### config.mk
export PLATFORM = sky130hd
export DESIGN_NAME = mmio_uart_ctrl_flat
export DESIGN_NICKNAME = d
export VERILOG_FILES = /design/src/rtl/mmio_uart_ctrl_pkg.sv /design/src/rtl/mmio_uart_ctrl_if.sv /design/src/rtl/mmio_uart_ctrl_fifo.sv /design/src/rtl/mmio_uart_ctrl.sv /design/src/flat_wrapper.sv
export SDC_FILE = /design/constraint.sdc
export NUM_CORES = 1
export LEC_CHECK = 0
export ABC_AREA = 1
export CELL_PAD_IN_SITES_DETAIL_PLACEMENT = 2
export CELL_PAD_IN_SITES_GLOBAL_PLACEMENT = 2
export CORE_UTILIZATION = 38
export CTS_CLUSTER_SIZE = 24
export DETAILED_ROUTE_END_ITERATION = 10
export PLACE_DENSITY_LB_ADDON = 0.1
export SYNTH_ARGS = -nofsm -noshare
export SYNTH_HDL_FRONTEND = slang
export SYNTH_SLANG_ARGS = --single-unit
### constraint.sdc
create_clock -name clk -period 4.2 [get_ports clk]
set_input_delay 1.26 -clock clk [delete_from_list [all_inputs] [get_ports clk]]
set_output_delay 1.26 -clock clk [all_outputs]
set_load 0.005 [all_outputs]
### src/rtl/mmio_uart_ctrl_pkg.sv
// Shared definitions for the MMIO UART/counter controller.
//   - byte offsets of the IO registers (bits [1:0] of the bus address ignored)
//   - STATUS register bit indices
//   - decoded register select enum and the address decode helper
package mmio_uart_ctrl_pkg;

   localparam logic [7:0] IO_STATUS  = 8'h00;
   localparam logic [7:0] IO_RXDATA  = 8'h04;
   localparam logic [7:0] IO_TXDATA  = 8'h08;
   localparam logic [7:0] IO_CYCLES  = 8'h10;
   localparam logic [7:0] IO_INSTRET = 8'h14;
   localparam logic [7:0] IO_CNTRST  = 8'h18;

   localparam int STAT_TX_NOT_FULL = 0;
   localparam int STAT_RX_AVAIL    = 1;
   localparam int STAT_TX_OVF      = 2;

   typedef enum logic [2:0] {
      REG_STATUS,
      REG_RXDATA,
      REG_TXDATA,
      REG_CYCLES,
      REG_INSTRET,
      REG_CNTRST,
      REG_NONE
   } io_reg_e;

   function automatic io_reg_e io_decode(input logic [7:0] addr);
      logic [7:0] word;
      word = addr & 8'hFC;
      case (word)
         IO_STATUS:  return REG_STATUS;
         IO_RXDATA:  return REG_RXDATA;
         IO_TXDATA:  return REG_TXDATA;
         IO_CYCLES:  return REG_CYCLES;
         IO_INSTRET: return REG_INSTRET;
         IO_CNTRST:  return REG_CNTRST;
         default:    return REG_NONE;
      endcase
   endfunction

endpackage

### src/rtl/mmio_uart_ctrl_if.sv
// Bus bundle between the MEM-stage IO port / uart block and the controller.
//   io_*      : load/store port (addr, re, byte we, wdata) and registered rdata
//   tx_*      : byte stream towards the uart transmitter (valid/ready)
//   rx_*      : byte stream from the uart receiver (valid/ready)
// master = CPU + uart side, slave = the controller.
interface mmio_uart_ctrl_if;
   logic [7:0]  io_addr;
   logic        io_re;
   logic [3:0]  io_we;
   logic [31:0] io_wdata;
   logic [31:0] io_rdata;
   logic [7:0]  tx_data;
   logic        tx_valid;
   logic        tx_ready;
   logic [7:0]  rx_data;
   logic        rx_valid;
   logic        rx_ready;

   modport master (
      output io_addr, io_re, io_we, io_wdata, tx_ready, rx_data, rx_valid,
      input  io_rdata, tx_data, tx_valid, rx_ready
   );

   modport slave (
      input  io_addr, io_re, io_we, io_wdata, tx_ready, rx_data, rx_valid,
      output io_rdata, tx_data, tx_valid, rx_ready
   );
endinterface

### src/rtl/mmio_uart_ctrl_fifo.sv
// Synchronous FIFO, read/write pointers plus occupancy count, head visible
// on dout without a pop (first-word fall-through).
// Ports: clk, rst (sync, active-high), push/din, pop/dout, full, empty.
// A push is taken when not full or when a pop happens in the same cycle;
// a pop on an empty FIFO is ignored.
module mmio_uart_ctrl_fifo #(
   parameter int WIDTH = 8,
   parameter int DEPTH = 8
) (
   input  logic             clk,
   input  logic             rst,
   input  logic             push,
   input  logic [WIDTH-1:0] din,
   input  logic             pop,
   output logic [WIDTH-1:0] dout,
   output logic             full,
   output logic             empty
);
   localparam int AW = $clog2(DEPTH);

   logic [WIDTH-1:0] mem [DEPTH];
   logic [AW-1:0]    rd_ptr;
   logic [AW-1:0]    wr_ptr;
   logic [AW:0]      cnt;
   logic             do_push;
   logic             do_pop;

   assign empty   = (cnt == '0);
   assign full    = (cnt == (AW+1)'(DEPTH));
   assign do_pop  = pop && !empty;
   assign do_push = push && (!full || do_pop);
   assign dout    = mem[rd_ptr];

   always_ff @(posedge clk) begin
      if (rst) begin
         rd_ptr <= '0;
         wr_ptr <= '0;
         cnt    <= '0;
      end else begin
         if (do_push) wr_ptr <= wr_ptr + AW'(1);
         if (do_pop)  rd_ptr <= rd_ptr + AW'(1);
         cnt <= cnt + (AW+1)'(do_push) - (AW+1)'(do_pop);
      end
   end

   // Storage needs no reset: the count gates what is ever observed.
   always_ff @(posedge clk) begin
      if (do_push) mem[wr_ptr] <= din;
   end

endmodule

### src/rtl/mmio_uart_ctrl.sv
// MMIO controller for the 0x8000_00xx IO region.
// Ports:
//   clk, rst     : clock, synchronous active-high reset
//   inst_retire  : one instruction retired this cycle
//   io (slave)   : load/store port, tx stream to uart, rx stream from uart
// Holds the TX/RX byte FIFOs, the sticky TX overflow flag, the CYCLES and
// INSTRET counters, and the registered load-data mux (1-cycle latency).
module mmio_uart_ctrl
   import mmio_uart_ctrl_pkg::*;
#(
   parameter int TX_DEPTH = 8,
   parameter int RX_DEPTH = 8
) (
   input  logic              clk,
   input  logic              rst,
   input  logic              inst_retire,
   mmio_uart_ctrl_if.slave   io
);
   io_reg_e     sel;
   logic        tx_full, tx_empty, tx_push, tx_pop;
   logic        rx_full, rx_empty, rx_push, rx_pop;
   logic [7:0]  tx_head, rx_head;
   logic        tx_ovf;
   logic        ovf_set, ovf_clr, cnt_clr;
   logic [31:0] cycles, instret;
   logic [31:0] status, rdata_nxt;
   logic        unused_wdata;

   assign sel = io_decode(io.io_addr);

   assign tx_push = io.io_we[0] && (sel == REG_TXDATA);
   assign tx_pop  = io.tx_valid && io.tx_ready;
   assign rx_push = io.rx_valid && io.rx_ready;
   assign rx_pop  = io.io_re && (sel == REG_RXDATA) && !rx_empty;

   // A full FIFO still takes the store if the uart drains a byte this cycle.
   assign ovf_set = tx_push && tx_full && !tx_pop;
   assign ovf_clr = io.io_we[0] && (sel == REG_STATUS) && io.io_wdata[STAT_TX_OVF];
   assign cnt_clr = (|io.io_we) && (sel == REG_CNTRST);

   assign io.tx_valid = !tx_empty;
   assign io.tx_data  = tx_head;
   assign io.rx_ready = !rx_full && !rst;

   assign unused_wdata = &{1'b0, io.io_wdata[31:8]};

   mmio_uart_ctrl_fifo #(.WIDTH(8), .DEPTH(TX_DEPTH)) u_tx_fifo (
      .clk   (clk),
      .rst   (rst),
      .push  (tx_push),
      .din   (io.io_wdata[7:0]),
      .pop   (tx_pop),
      .dout  (tx_head),
      .full  (tx_full),
      .empty (tx_empty)
   );

   mmio_uart_ctrl_fifo #(.WIDTH(8), .DEPTH(RX_DEPTH)) u_rx_fifo (
      .clk   (clk),
      .rst   (rst),
      .push  (rx_push),
      .din   (io.rx_data),
      .pop   (rx_pop),
      .dout  (rx_head),
      .full  (rx_full),
      .empty (rx_empty)
   );

   always_comb begin
      status                   = '0;
      status[STAT_TX_NOT_FULL] = !tx_full;
      status[STAT_RX_AVAIL]    = !rx_empty;
      status[STAT_TX_OVF]      = tx_ovf;
   end

   always_comb begin
      rdata_nxt = '0;
      case (sel)
         REG_STATUS:  rdata_nxt = status;
         REG_RXDATA:  rdata_nxt = rx_empty ? 32'h0 : {24'h0, rx_head};
         REG_CYCLES:  rdata_nxt = cycles;
         REG_INSTRET: rdata_nxt = instret;
         default:     rdata_nxt = '0;
      endcase
   end

   always_ff @(posedge clk) begin
      if (rst) begin
         io.io_rdata <= '0;
         tx_ovf      <= 1'b0;
         cycles      <= '0;
         instret     <= '0;
      end else begin
         if (io.io_re) io.io_rdata <= rdata_nxt;
         if (ovf_set)      tx_ovf <= 1'b1;
         else if (ovf_clr) tx_ovf <= 1'b0;
         if (cnt_clr) begin
            cycles  <= '0;
            instret <= '0;
         end else begin
            cycles  <= cycles + 32'd1;
            instret <= instret + 32'(inst_retire);
         end
      end
   end

endmodule

### src/flat_wrapper.sv
// flat-port wrapper written by rule: the top's interface ports become plain ports
module mmio_uart_ctrl_flat import mmio_uart_ctrl_pkg::*;
#(
   parameter int TX_DEPTH = 8,
   parameter int RX_DEPTH = 8
)
  (clk, rst, inst_retire, io_io_addr, io_io_re, io_io_we, io_io_wdata, io_tx_ready, io_rx_data, io_rx_valid, io_io_rdata, io_tx_data, io_tx_valid, io_rx_ready);
  mmio_uart_ctrl_if io_i ();
  input  logic clk;
  input  logic rst;
  input  logic inst_retire;
  input wire logic [$bits(io_i.io_addr)-1:0] io_io_addr;
  input wire logic [$bits(io_i.io_re)-1:0] io_io_re;
  input wire logic [$bits(io_i.io_we)-1:0] io_io_we;
  input wire logic [$bits(io_i.io_wdata)-1:0] io_io_wdata;
  input wire logic [$bits(io_i.tx_ready)-1:0] io_tx_ready;
  input wire logic [$bits(io_i.rx_data)-1:0] io_rx_data;
  input wire logic [$bits(io_i.rx_valid)-1:0] io_rx_valid;
  output wire logic [$bits(io_i.io_rdata)-1:0] io_io_rdata;
  output wire logic [$bits(io_i.tx_data)-1:0] io_tx_data;
  output wire logic [$bits(io_i.tx_valid)-1:0] io_tx_valid;
  output wire logic [$bits(io_i.rx_ready)-1:0] io_rx_ready;
  assign io_i.io_addr = io_io_addr;
  assign io_i.io_re = io_io_re;
  assign io_i.io_we = io_io_we;
  assign io_i.io_wdata = io_io_wdata;
  assign io_i.tx_ready = io_tx_ready;
  assign io_i.rx_data = io_rx_data;
  assign io_i.rx_valid = io_rx_valid;
  assign io_io_rdata = io_i.io_rdata;
  assign io_tx_data = io_i.tx_data;
  assign io_tx_valid = io_i.tx_valid;
  assign io_rx_ready = io_i.rx_ready;
  mmio_uart_ctrl #(.TX_DEPTH(TX_DEPTH), .RX_DEPTH(RX_DEPTH)) u_core (.clk(clk), .rst(rst), .inst_retire(inst_retire), .io(io_i));
endmodule
== Yosys cells after proc, flatten, opt, wreduce, memory -nomap -nowiden ==
Memories as Yosys holds them, arrays and structs flattened. A register that Yosys moved wholly into a read port is not among the register bits.
Cells that the tools add are included.

* Input bits: 58
* Logic and storage cells: 77
* Memories kept: 2
* RAM bits: 128
* Register bits after elaboration: 117

* Equality and inequality tests: 12
* Reductions and logical operators: 30
* Muxes and demuxes: 13
* Add/sub/neg operators: 10

{| class="wikitable"
|+ Memories
! name !! words !! width !! rd ports !! clocked after memory_dff !! wr ports !! RTL line !! RTL
|-
| u_core.u_rx_fifo.mem || 8 || 8 || 1 || 1 || 1 || mmio_uart_ctrl_fifo.sv:21 || <nowiki>logic [WIDTH-1:0] mem [DEPTH];</nowiki>
|-
| u_core.u_tx_fifo.mem || 8 || 8 || 1 || 1 || 1 || mmio_uart_ctrl_fifo.sv:21 ||
|}

{| class="wikitable"
|+ Operator list
! operator !! number
|-
| $pmux 32 s4 || 1
|-
| $add 32x1->32 || 1
|-
| $add 32x1->32 const B || 1
|-
| $eq 6x3->1 const B || 3
|-
| $pmux 3 s6 || 1
|-
| $logic_and 1x1->1 || 15
|-
| $add 3x1->3 const B || 4
|-
| $mux 3 || 4
|-
| $add 4x1->4 || 2
|-
| $eq 4x4->1 const B || 2
|-
| $logic_not 4->1 || 2
|-
| $logic_not 8->1 || 1
|-
| $mux 8 || 1
|-
| $sub 4x1->4 || 2
|-
| $eq 3x2->1 const B || 2
|-
| $eq 3x3->1 const B || 2
|-
| $eq 6x1->1 const B || 1
|-
| $eq 6x2->1 const B || 1
|-
| $logic_not 1->1 || 6
|-
| $mux 1 || 6
|-
| $reduce_or 4->1 || 1
|-
| $eq 3x1->1 const B || 1
|-
| $logic_not 3->1 || 1
|-
| $logic_or 1x1->1 || 2
|-
| other kinds (2) || 2
|}

== Longest topological paths before layout ==
* Depth in word-level cells: 10
* Gate-level depth with buffers: 15
* Depth with buffers taken out: 14

== Hierarchy ==
A second synthesis with hierarchy kept.

* Cells, all modules: 1374
* Area, all modules: 11616.1 sq um

{| class="wikitable"
|+ By module, submodules not included
! module !! area an instance (sq um) !! times used !! cells an instance
|-
| mmio_uart_ctrl_fifo || 3249.4 || 2 || 288
|-
| mmio_uart_ctrl || 5117.4 || 1 || 798
|}

== Worst setup path after synthesis ==
No wires, ideal clock.

* Path kind: in2reg
* Start: input io_io_addr[7]
* End: register u_core.u_rx_fifo.cnt[2]
* Arrival time: 3.064 ns
* Stages on the path: 14
* Buffers on the path: 1
* Required time: 4.081 ns
* Path slack: 1.017 ns
* Cell sequence: nor2_2 nand2_1 nor2_1 and2_1 buf_4 nand2_1 inv_2 ha_1 inv_1 ha_1 inv_1 fa_1 o21ai_0 a21oi_1

* Cells in the longest elaborated chain, start to end: 10
* Elaborated cells between the ends (all ways): 15

{| class="wikitable"
|+ Ends and longest elaborated chain
! what !! RTL line !! RTL
|-
| from (decl) || flat_wrapper.sv:12 || <nowiki>input wire logic [$bits(io_i.io_addr)-1:0] io_io_addr;</nowiki>
|-
| $eq 6x3->1, or another cell as far along || mmio_uart_ctrl_pkg.sv:31 || <nowiki>case (word)</nowiki>
|-
| $pmux 3 s6 (*) || mmio_uart_ctrl_pkg.sv:31 ||
|-
| $eq 3x1->1 (*) || mmio_uart_ctrl.sv:34 || <nowiki>assign rx_pop = io.io_re && (sel == REG_RXDATA) && !rx_empty;</nowiki>
|-
| $logic_and 1x1->1 (*) (2 in a row) || mmio_uart_ctrl.sv:34 ||
|-
| $logic_and 1x1->1 (*) || mmio_uart_ctrl_fifo.sv:30 || <nowiki>assign do_pop = pop && !empty;</nowiki>
|-
| $logic_or 1x1->1 || mmio_uart_ctrl_fifo.sv:31 || <nowiki>assign do_push = push && (!full || do_pop);</nowiki>
|-
| $logic_and 1x1->1 || mmio_uart_ctrl_fifo.sv:31 ||
|-
| $add 4x1->4 || mmio_uart_ctrl_fifo.sv:42 || <nowiki>cnt <= cnt + (AW+1)'(do_push) - (AW+1)'(do_pop);</nowiki>
|-
| $sub 4x1->4 (*) || mmio_uart_ctrl_fifo.sv:42 ||
|-
| to (signal assigned) || mmio_uart_ctrl_fifo.sv:42 ||
|-
| to (decl) || mmio_uart_ctrl_fifo.sv:24 || <nowiki>logic [AW:0] cnt;</nowiki>
|}

Mark *: on every way between the ends. The rest lies on a longest branch, timed or not.
A chain may end at the register's enable or synchronous reset.

==> results.yml <==
worst_setup_path:
  critPathMaxStageDelay_ns: 0.56
  cp.arrival_ns: 2.64
  cp.required_ns: 2.94
  path_cells: "inv_1 > buf_4 > nor2_1 > o22ai_1 > nor2_1 > a31oi_1 > clkdlybuf4s50_1"
  cp-start-kind: "flip-flop"
  worstSetupEndpointType: "output pin"
  cp_max_fo: 20
  crit_path_top_delay_cell: "clkdlybuf4s50_1"
  crit_top_cell: "nor2_1"
  criticalPathCategory: "reg -> out"
global_route:
  grt_overflow_total: 0
  grt_first_pass_wirelength_mm: 58.3
  antenna_found_initial: 0
  grt_max_degree: 43
  grt_pass1_vias: 10400
  grtUsageTotal_pct: 25.0
layout:
  antenna_cells: 0
  final_cells: 1778
  drive_above_1_share_pct: 8.03
  syn_to_final_growth_pct: 19.9
  fin_nets: 1451
outcome:
  status: "finished clean"
logic_synthesis:
  synth-main-ff-cell: "edfxtp_1"
  synth-seq-area-share_pct: 56.6
  syn-num-nets: 1362
  async_flop_share_pct: 0
  synth_edf_count: 128
  yosys_warnings: 0
  netlist_instances: 1283
  syn_area_mm2: 0.0111
  synth-seq-cells: 251
  post_synth_num_cell_types: 40
  syn_avg_cell_area_um2: 8.69
place:
  dp_hpwl_mm: 26.4
  dpl.cell_count: 1726
  gp_congestion: 0.803
  dp_slack_ns: 0.196
  port_buffers: 73
sta:
  slew_headroom_pct: 36.0
  rsz0062_at_grt: "no"
  min_period_ns: 3.90
  fmax_ghz: 0.256
  tns_ns: 0
  setup_ws_ns: 0.299
  drv_slew: 0
  setup_violations: 0
  finalHoldViolCount: 0
  worst_slew_pin_slew_ns: 0.957
  clock_skew_ns: 0.0108
  finalCritPeriodShare_pct: 92.9
die:
  core_mm2: 0.0288
  dieArea_mm2: 0.0300
  io_pins: 100
  initial_core_util_pct: 38.7
  die_h_um: 173
  row_count: 62
  dieWidth_um: 173
clock_tree:
  clock_tree.root_cell: "clkbuf_16"
  cts_hold_buf: 0
  ctsResizeCount: 0
  clk_latency_ns: 0.54
  numCtsBuffers: 28
  post_cts.repair.setup_buffers: 0
  clock_sinks: 251
  htree_num_levels: 1
  clk_pin_slew_ns: 0.06
  cts_tree: "built"
  clk_path_buf_depth: 3
power:
  leakage_nw: 4.62
  power_w: 0.00601
  ir_drop_v: 0.000290
  p_per_area_mw_per_mm2: 450
drt:
  drc_errors: 0
  drt-initial-drc-count: 536
  dr.pass1.iters: 5
  drt_wl_total_mm: 37.3
  postRouteAntennaNets: 0
  detail_route.vias_per_cell: 5.24
  vias: 9318
  wire_per_inst_um: 21.0
flow_run:
  drv_cap: 0
worst_hold_path:
  min_path_type: "reg -> reg"
-- worst max-delay path, delay by kind of cell, from the launching register on --
kind,cells,cell delay (ns)
AND/OR/NAND/NOR,2,0.14
buffers and inverters,3,1.17
flip-flops,1,0.31
AO/OA/AOI/OAI,2,0.47
-- per-layer routing --
layer	track usage, %	part of all wire, %	vias up
li1	-	-	4451
met3	2.50	2.4	41
met5	0	0	-
met2	46.1	52	115
met1	31.6	44	4711
met4	4.76	1.6	0
-- placed cells by master, fill, tap and decap left out, types with 5 or more instances in the layout --
master / n
xor2_1: 8
clkbuf_16: 29
nor2_2: 8
buf_4: 29
ha_1: 19
nor2_1: 185
a21oi_1: 91
o21ai_0: 95
a31oi_1: 10
nand4_1: 13
clkdlybuf4s50_1: 72
nor3_1: 29
nor3b_1: 6
dfxtp_1: 123
nand2_1: 266
nor2_4: 5
or2_2: 6
clkbuf_1: 6
clkinv_1: 5
edfxtp_1: 128
inv_1: 129
o22ai_1: 29
nand3_1: 46
clkbuf_8: 6
clkinv_2: 6
a22oi_1: 7
-- metrics by stage --
step | cell area [um2] | hold WS, ns | util [%]
floorplan | 11100 | 0.412 | -
global placement | 12400 | 0.428 | 43.1
detailed placement | 12400 | 0.462 | 43.1
CTS | 13400 | 0.470 | 46.4
global route | 13400 | 0.481 | 46.4
finish | 13400 | 0.464 | 46.4
-- final timing paths --
| path | start | end | slack (ns) | depth (start not counted) |
|---|---|---|---|---|
| worst max-delay path | flip-flop | io_tx_data[3] | 0.30 | 7 |
| worst min-delay path | u_core.u_tx_fifo.rd_ptr[2]$_SDFFE_PP0P_ | flip-flop | 0.46 | 1 |
| worst min register to register | u_core.u_tx_fifo.rd_ptr[2]$_SDFFE_PP0P_ | flip-flop | 0.46 | 1 |
| worst max register to register | u_core.u_tx_fifo.cnt[2]$_SDFF_PP0_ | u_core.u_tx_fifo.cnt[3]$_SDFF_PP0_ | 1.59 | 13 |
-- state kept, by name (all words and copies together), names as in the netlist, named ones only --
| name | cells |
|---|---|
| u_core.u_rx_fifo.mem | 64 |
| u_core.io.io_rdata | 32 |
| u_core.u_tx_fifo.mem | 64 |
| u_core.tx_ovf | 1 |
| u_core.u_rx_fifo.wr_ptr | 3 |
| u_core.cycles | 32 |
| u_core.u_rx_fifo.rd_ptr | 3 |
| u_core.u_tx_fifo.wr_ptr | 3 |
| u_core.u_tx_fifo.rd_ptr | 3 |
| u_core.instret | 32 |
| u_core.u_rx_fifo.cnt | 4 |
| u_core.u_tx_fifo.cnt | 4 |
-- cell usage after synthesis, drive strengths merged (7+ instances only) --
master / count / area share, %
nand3: 48 / 2.2
inv: 132 / 4.4
clkbuf: 27 / 0.92
edfxtp: 128 / 34
buf: 17 / 0.75
nor3b: 8 / 0.63
a31oi: 10 / 0.56
o21ai: 98 / 4.4
a22oi: 7 / 0.47
ha: 19 / 2.1
or2: 8 / 0.47
xor2: 8 / 0.63
nor3: 34 / 1.8
nand4: 13 / 0.73
nand2: 270 / 9.2
a21oi: 91 / 4.1
o22ai: 29 / 1.6
nor2: 198 / 7.2
dfxtp: 123 / 22
-- cell type report --
class / instances / area [um2]
Timing Repair Buffer: 103 / 963
Fill cell: 3122 / 15400
Sequential cell: 251 / 6310
Inverter: 135 / 507
Clock buffer: 41 / 831
Tap cell: 384 / 480
Multi-Input combinational cell: 853 / 4150
Clock inverter: 11 / 128
-- cells by family (layout without fill, tap and decap cells) --
family,after synthesis,in the layout,share of synthesized area (%)
flops,251,251,56.6
fa+ha+maj,21,21,2.49
xor+xnor,12,12,0.943
buf+inv,179,290,6.22
compound gates,236,236,11.2
simple gates,584,584,22.5
-- power breakdown --
part	switching [W]	internal, W
Combinational	0.000485	0.000303
Clock	0.00101	0.00155
Sequential	0.0000333	0.00263
(Power assumes the default switching activity.)
